**config.mk**
```make
export PLATFORM = sky130hd
export DESIGN_NAME = bcd_binary_converter
export DESIGN_NICKNAME = d
export VERILOG_FILES = /design/src/rtl/bcd_pkg.sv /design/src/rtl/bcd_digit_adjust.sv /design/src/rtl/bcd_binary_converter.sv
export SDC_FILE = /design/constraint.sdc
export NUM_CORES = 1
export LEC_CHECK = 0
export BUFFER_PORTS_ARGS = -buffer_cell sky130_fd_sc_hd__buf_2
export CAP_MARGIN = 20
export CORE_ASPECT_RATIO = 0.8
export CORE_MARGIN = 2
export CORE_UTILIZATION = 39
export CTS_CLUSTER_SIZE = 30
export DETAILED_ROUTE_END_ITERATION = 16
export SETUP_SLACK_MARGIN = 0.4
export SLEW_MARGIN = 20
export SYNTH_ARGS = -nofsm -noshare
export SYNTH_HDL_FRONTEND = slang
export SYNTH_SLANG_ARGS = --single-unit
```
**constraint.sdc**
```tcl
create_clock -name clk -period 1.8 [get_ports clk]
set_input_delay 0 -clock clk [delete_from_list [all_inputs] [get_ports clk]]
set_output_delay 0 -clock clk [all_outputs]
set_load 0.1 [all_outputs]
```
**src/rtl/bcd_pkg.sv**
```systemverilog
// Shared BCD definitions for the binary<->BCD conversion paths.
// Also provides the common digit-validity check.
package bcd_pkg;

  typedef enum logic {
    IDLE,
    SHIFT
  } state_t;

  localparam int unsigned BCD_DIGITS    = 4;
  localparam int unsigned ITERATIONS    = 16;
  localparam int unsigned CNT_W         = 4;
  localparam int unsigned ENGINE_W      = 16;
  localparam logic [3:0]  BCD_MAX_DIGIT = 4'd9;

  function automatic logic has_invalid_digit(input logic [4*BCD_DIGITS-1:0] digits);
    logic bad;
    bad = 1'b0;
    for (int unsigned i = 0; i < BCD_DIGITS; i++) begin
      if (digits[4*i +: 4] > BCD_MAX_DIGIT) bad = 1'b1;
    end
    return bad;
  endfunction

endpackage

```
**src/rtl/bcd_digit_adjust.sv**
```systemverilog
// Reverse double-dabble digit correction: a digit that reached 8 or more
// after the right shift had a borrowed ten's half, so remove the excess 3.
module bcd_digit_adjust (
  input  logic [3:0] digit,
  output logic [3:0] adjusted
);

  always_comb begin
    adjusted = (digit >= 4'd8) ? digit - 4'd3 : digit;
  end

endmodule

```
**src/rtl/bcd_binary_converter.sv**
```systemverilog
// Sequential 4-digit BCD to binary converter (reverse double-dabble),
// one shift/adjust iteration per clock with a start/busy/done handshake.
module bcd_binary_converter
  import bcd_pkg::*;
#(
  parameter int unsigned BIN_WIDTH = 16
) (
  input  logic                 clk,
  input  logic                 rst_n,
  input  logic                 start,
  input  logic [3:0]           thousand,
  input  logic [3:0]           hundred,
  input  logic [3:0]           ten,
  input  logic [3:0]           one,
  output logic                 busy,
  output logic                 done,
  output logic [BIN_WIDTH-1:0] binary,
  output logic                 invalid
);

  state_t                             state;
  logic [CNT_W-1:0]                   cnt;
  logic [4*BCD_DIGITS-1:0]            bcd_reg;
  logic [4*BCD_DIGITS-1:0]            bcd_next;
  logic [ENGINE_W-1:0]                bin_reg;
  logic                               err;
  logic [4*BCD_DIGITS+ENGINE_W-1:0]   shifted;

  assign shifted = {bcd_reg, bin_reg} >> 1;

  for (genvar g = 0; g < BCD_DIGITS; g++) begin : g_adjust
    bcd_digit_adjust u_adjust (
      .digit    (shifted[ENGINE_W + 4*g +: 4]),
      .adjusted (bcd_next[4*g +: 4])
    );
  end

  always_ff @(posedge clk) begin
    if (!rst_n) begin
      state   <= IDLE;
      busy    <= 1'b0;
      done    <= 1'b0;
      binary  <= '0;
      invalid <= 1'b0;
      cnt     <= '0;
      bcd_reg <= '0;
      bin_reg <= '0;
      err     <= 1'b0;
    end else begin
      done <= 1'b0;
      case (state)
        IDLE: begin
          if (start) begin
            bcd_reg <= {thousand, hundred, ten, one};
            bin_reg <= '0;
            cnt     <= '0;
            err     <= has_invalid_digit({thousand, hundred, ten, one});
            busy    <= 1'b1;
            state   <= SHIFT;
          end
        end
        SHIFT: begin
          bcd_reg <= bcd_next;
          bin_reg <= shifted[ENGINE_W-1:0];
          cnt     <= cnt + 1'b1;
          // Final iteration: publish the freshly shifted value, not the stale bin_reg.
          if (cnt == CNT_W'(ITERATIONS - 1)) begin
            busy    <= 1'b0;
            done    <= 1'b1;
            state   <= IDLE;
            binary  <= err ? '0 : BIN_WIDTH'(shifted[ENGINE_W-1:0]);
            invalid <= err;
          end
        end
        default: state <= IDLE;
      endcase
    end
  end

endmodule

```
### After elaboration in Yosys (flattened, before gate mapping)

Cells that the tools add are included.

| operators by class | value |
|---|---|
| add/sub/neg operators | 5 |
| $lt $le $gt $ge | 8 |
| eq/ne operators | 3 |
| mux-type cells | 22 |
| bitwise gates (word level) | 1 |
| reductions and logical operators | 4 |

Operator list:

| operator | count |
|---|---|
| 16-bit case mux with 2 select lines | 2 |
| 16-bit two-way mux | 3 |
| 4-bit two-way mux | 5 |
| 4-bit > comparator (second input constant) | 4 |
| 4-bit >= comparator (second input constant) | 3 |
| 4-bit by 2-bit subtractor with 4-bit output (second input constant) | 3 |
| 1-bit two-way mux | 9 |
| 4-bit case mux with 2 select lines | 1 |
| 2-bit AND reduction | 4 |
| 4-bit by 1-bit adder with 4-bit output (second input constant) | 1 |
| 4-bit equality test (second input constant) | 1 |
| 3-bit by 4-bit >= comparator with 1-bit output (second input constant) | 1 |
| 1-bit case mux with 2 select lines | 2 |
| 3-bit by 2-bit subtractor with 4-bit output (second input constant) | 1 |
| 2-bit by 1-bit inequality test with 1-bit output (second input constant) | 1 |
| 2-bit inequality test (second input constant) | 1 |
| 1-bit NOT | 1 |

| word-level totals | value |
|---|---|
| register bits | 57 |
| input bits | 19 |
| output and inout bits | 19 |
| word-level logic and storage cells | 52 |

### Longest topological paths before layout

| depth | value |
|---|---|
| depth after elaboration | 5 |
| depth in mapped cells | 5 |
| depth with buffers taken out | 4 |

### By module

From an unflattened synthesis, not the netlist that was laid out.

| second synthesis, totals | value |
|---|---|
| cell total of the unflattened synthesis | 279 |
| area, all modules | 2567.5 um^2 |

By module, submodules not included:

| module | times used | cells an instance | area an instance (um^2) | sequential area each (um^2) |
|---|---|---|---|---|
| bcd_binary_converter | 1 | 235 | 2262.2 | 1121.1 |
| bcd_digit_adjust | 4 | 11 | 76.3 | 0.0 |

### Worst setup path after synthesis

No wires, ideal clock.

| timing path | value |
|---|---|
| path kind | register to register |
| from | reg cnt[0] |
| to | reg binary[10] |
| setup time | 0.117 ns |
| data arrival time | 1.212 ns |
| required time | 1.683 ns |
| setup slack | 0.471 ns |
| stages on the path, launching flop included | 5 |
| path buffers | 1 |
| clock period less this slack | 1.329 ns |
| path through | dfxtp_1 > ha_1 > a41oi_4 > buf_6 > a22o_2 |

| between the ends | value |
|---|---|
| word-level cells in the longest chain between the ends | 2 |

RTL lines:

| what | line | text |
|---|---|---|
| start: declaration | bcd_binary_converter.sv:22 | `logic [CNT_W-1:0] cnt;` |
| start signal: assignment | bcd_binary_converter.sv:65 | `cnt <= cnt + 1'b1;` |
| 4-bit equality test | bcd_binary_converter.sv:67 | `if (cnt == CNT_W'(ITERATIONS - 1)) begin` |
| 2-bit AND reduction (no source line) | - |  |
| end signal: assignment | bcd_binary_converter.sv:71 | `binary <= err ? '0 : BIN_WIDTH'(shifted[ENGINE_W-1:0]);` |
| end: declaration | bcd_binary_converter.sv:17 | `output logic [BIN_WIDTH-1:0] binary,` |

No other way between the ends.
A chain may end at the register's enable or synchronous reset.

### Worst setup path in the final report

| timing path | value |
|---|---|
| from | reg cnt[0] |
| to | reg binary[7] |

Same word-level chain as after synthesis.

==> impl_metrics.yaml <==
timing:
  fin_tns_setup_ps: 0
  post-route-min-period_ps: 1330
  slew_violations: 0
  rsz0062_at_grt: "false"
  worst_clock_skew_ps: 8.93
  fin_crit_sh_pct: 73.7
  slew_headroom_pct: 61.8
  setup_viol: 0
  worstMarginPinSlew_ps: 573
  max_freq_mhz: 754
  hold_violations: 0
floorplanning:
  dieArea_mm2: 0.00692
  fp.dieH_um: 74.8
  initial_core_util_pct: 40.9
  ios: 38
  rows: 25
  fp.coreArea_mm2: 0.00597
  die_w_um: 92.5
synth:
  yosysWarnings: 0
  synth_seq_cells: 56
  synth_cell_types: 32
  post_synth.cell_area_avg_um2: 10.0
  synthesis.area_mm2: 0.00244
  ys_seq_area_share_pct: 45.9
  syn_nets: 270
  syn_inst: 244
routing:
  vias_per_cell: 4.96
  drc: 0
  routedWlPerCell_um: 13.1
  firstDrtPassIters: 4
  drtIter0Drc: 85
  num_vias: 1794
  routed_wl_um: 4760
  ant_nets: 0
critical_path:
  path_cells: "ha_4 > a41oi_4 > buf_4 > a22o_2"
  rr_startpoint: "cnt[0]"
  cp.buffers_inverters: 1
  max_stage_delay_ps: 430
  regToRegSetupSlack_ps: 470
  worst_ep_required_time_ps: 2010
  crit_slowest_cell: "dfxtp_1"
  path_class: "register to register"
  reg2regPathDepth: 4
  r2r-end: "binary[7]"
  cp.arrival_ps: 1540
  worstPathMaxFanout: 19
  cp-start-kind: "register"
  crit_family: "flip-flops"
  endpoint_kind: "register"
clock_tree:
  cts_sinks: 56
  clock_latency_ps: 310
  cts-root-buf: "clkbuf_8"
  clockBufferDepth: 2
  cts_tree: "yes"
  cts_max_level: 2
  clk_pin_slew_worst_paths_ps: 100
  cts_buffers: 5
  postCtsSetupRepairBufs: 0
pwr:
  vdd_drop_max_mv: 0.296
  p_per_area_mw_per_mm2: 799
  p_leak_nw: 1.11
worst_hold_path:
  whs_path_depth: 4
  whs_endpoint: "bcd_reg[12]"
  hp-start: "thousand[0]"
  hp-class: "input port to register"
placed_design:
  io_buffers: 37
  place_hpwl_um: 3230
  gp_congestion: 0.743
finish:
  fillers: 574
  fin_util_pct: 46.8
  n_antenna_cell: 0
  drive_gt1_share_pct: 25.6
  areaGrowthSynthToFinish_pct: 14.5
  nNetsFinal: 307
grt:
  grtUsageTotal_pct: 14.5
  antenna_found_initial: 0
  grt_pass1_vias: 1605
  grt_max_degree: 35
  grt_first_pass_wirelength_um: 7730
  grt_overflow: 0
flow_run:
  max-cap-violations: 0
status:
  status: "completed"
cells in the mapped netlist:
| library cell | instances | area, µm² |
|---|---|---|
| nor3_1 | 1 | 5.00 |
| inv_1 | 7 | 26.3 |
| a21oi_1 | 22 | 110 |
| nor2b_1 | 12 | 75.1 |
| buf_6 | 4 | 45.0 |
| o22a_1 | 3 | 26.3 |
| nor2_1 | 25 | 93.8 |
| a41oi_4 | 1 | 27.5 |
| nand3_2 | 1 | 10.0 |
| dfxtp_1 | 56 | 1120 |
| a31oi_1 | 1 | 6.26 |
| o21ai_0 | 6 | 30.0 |
| clkbuf_1 | 4 | 15.0 |
| a22o_1 | 7 | 61.3 |
| a211oi_1 | 19 | 143 |
| buf_4 | 4 | 30.0 |
| nor3_4 | 1 | 16.3 |
| nand2_2 | 1 | 6.26 |
| nor3b_1 | 16 | 120 |
| and3_1 | 1 | 6.26 |
| nand2_1 | 3 | 11.3 |
| buf_2 | 5 | 25.0 |
| xor2_1 | 1 | 8.76 |
| a22o_2 | 10 | 100 |
| inv_2 | 1 | 3.75 |
| mux2i_1 | 11 | 110 |
| and2b_1 | 3 | 22.5 |
| xnor2_1 | 6 | 52.6 |
| ha_1 | 7 | 87.6 |
| mux2_2 | 3 | 33.8 |
| o21a_1 | 1 | 7.51 |
| nand3_1 | 1 | 5.00 |
placed cells by master, fill, tap and decap left out, types with 10 or more instances in the layout:
master / instances
a211oi_1: 19
a22o_2: 10
nor2b_1: 12
buf_2: 37
mux2i_1: 11
nor3b_1: 16
nor2_1: 25
a21oi_1: 22
dfxtp_1: 55
worst reg2reg max path: stages, from the launching register on:
cell and delay (ps):
dfxtp_1 430, ha_4 200, a41oi_4 110, buf_4 220
a22o_2 280
how the worst max path moves through the flow:
stage	startpoint	end	slack [ps]	cells after the start
finish	cnt[0]	binary[7]	470	4
global route	cnt[0]	binary[7]	410	4
detailed placement	cnt[0]	binary[7]	410	4
CTS	cnt[0]	binary[7]	400	4
global placement	cnt[0]	binary[12]	440	4
floorplan	cnt[0]	binary[10]	470	4
logic make-up (layout without fill, tap and decap cells):
group | count (synthesis) | after routing | share of synthesized area, %
simple gates | 65 | 65 | 15.2
compound gates | 70 | 70 | 21.0
buf+inv | 25 | 62 | 5.94
mux | 14 | 14 | 5.89
xor+xnor | 7 | 7 | 2.51
flops | 56 | 56 | 45.9
fa+ha+maj | 7 | 7 | 3.59
layout make-up:
class / count / area, µm² / area share [%]
inverter: 8 / 30.0 / 1.07
timing repair buffer: 47 / 273 / 9.75
clock inverter: 2 / 12.5 / 0.447
clock buffer: 5 / 68.8 / 2.46
sequential: 56 / 1120 / 40.1
tap: 81 / 101 / 3.62
multi-input combinational: 163 / 1190 / 42.5
routing by layer:
| metal | track usage, % | wire [µm] | up-vias |
|---|---|---|---|
| met5 | 0 | 0 | - |
| met1 | 20.5 | 2490 | 822 |
| met3 | 4.70 | 236 | 4 |
| met4 | 5.47 | 57 | 0 |
| li1 | - | - | 937 |
| met2 | 20.6 | 1970 | 31 |
stage by stage:
| step | cells | instance area, µm² | worst slack, ps | power [W] | hold slack [ps] |
|---|---|---|---|---|---|
| 2_1_floorplan | 244 | 2440 | 471 | 0.00154 | 138 |
| 4_1_cts | 362 | 2780 | 400 | 0.00226 | 46.6 |
| 6_report | 362 | 2800 | 473 | 0.00223 | 54.5 |
| 5_1_grt | 362 | 2800 | 413 | 0.00234 | 59.5 |
| 3_3_place_gp | 353 | 2680 | 443 | 0.00159 | 302 |
| 3_5_place_dp | 353 | 2680 | 415 | 0.00160 | 306 |
power by group:
group / internal (W) / total (W) / switching (W)
clock network: 0.000265 / 0.000658 / 0.000394
logic: 0.000115 / 0.000253 / 0.000138
registers: 0.00128 / 0.00132 / 0.0000472
what timing repair did:
| action | in CTS | in global routing |
|---|---|---|
| endpoints found under the setup margin | 0 | 17 |
| hold buffers | 2 | 0 |
| resized for setup | 0 | 4 |
| hold endpoints to repair | 3 | 0 |
(Power assumes the default switching activity.)
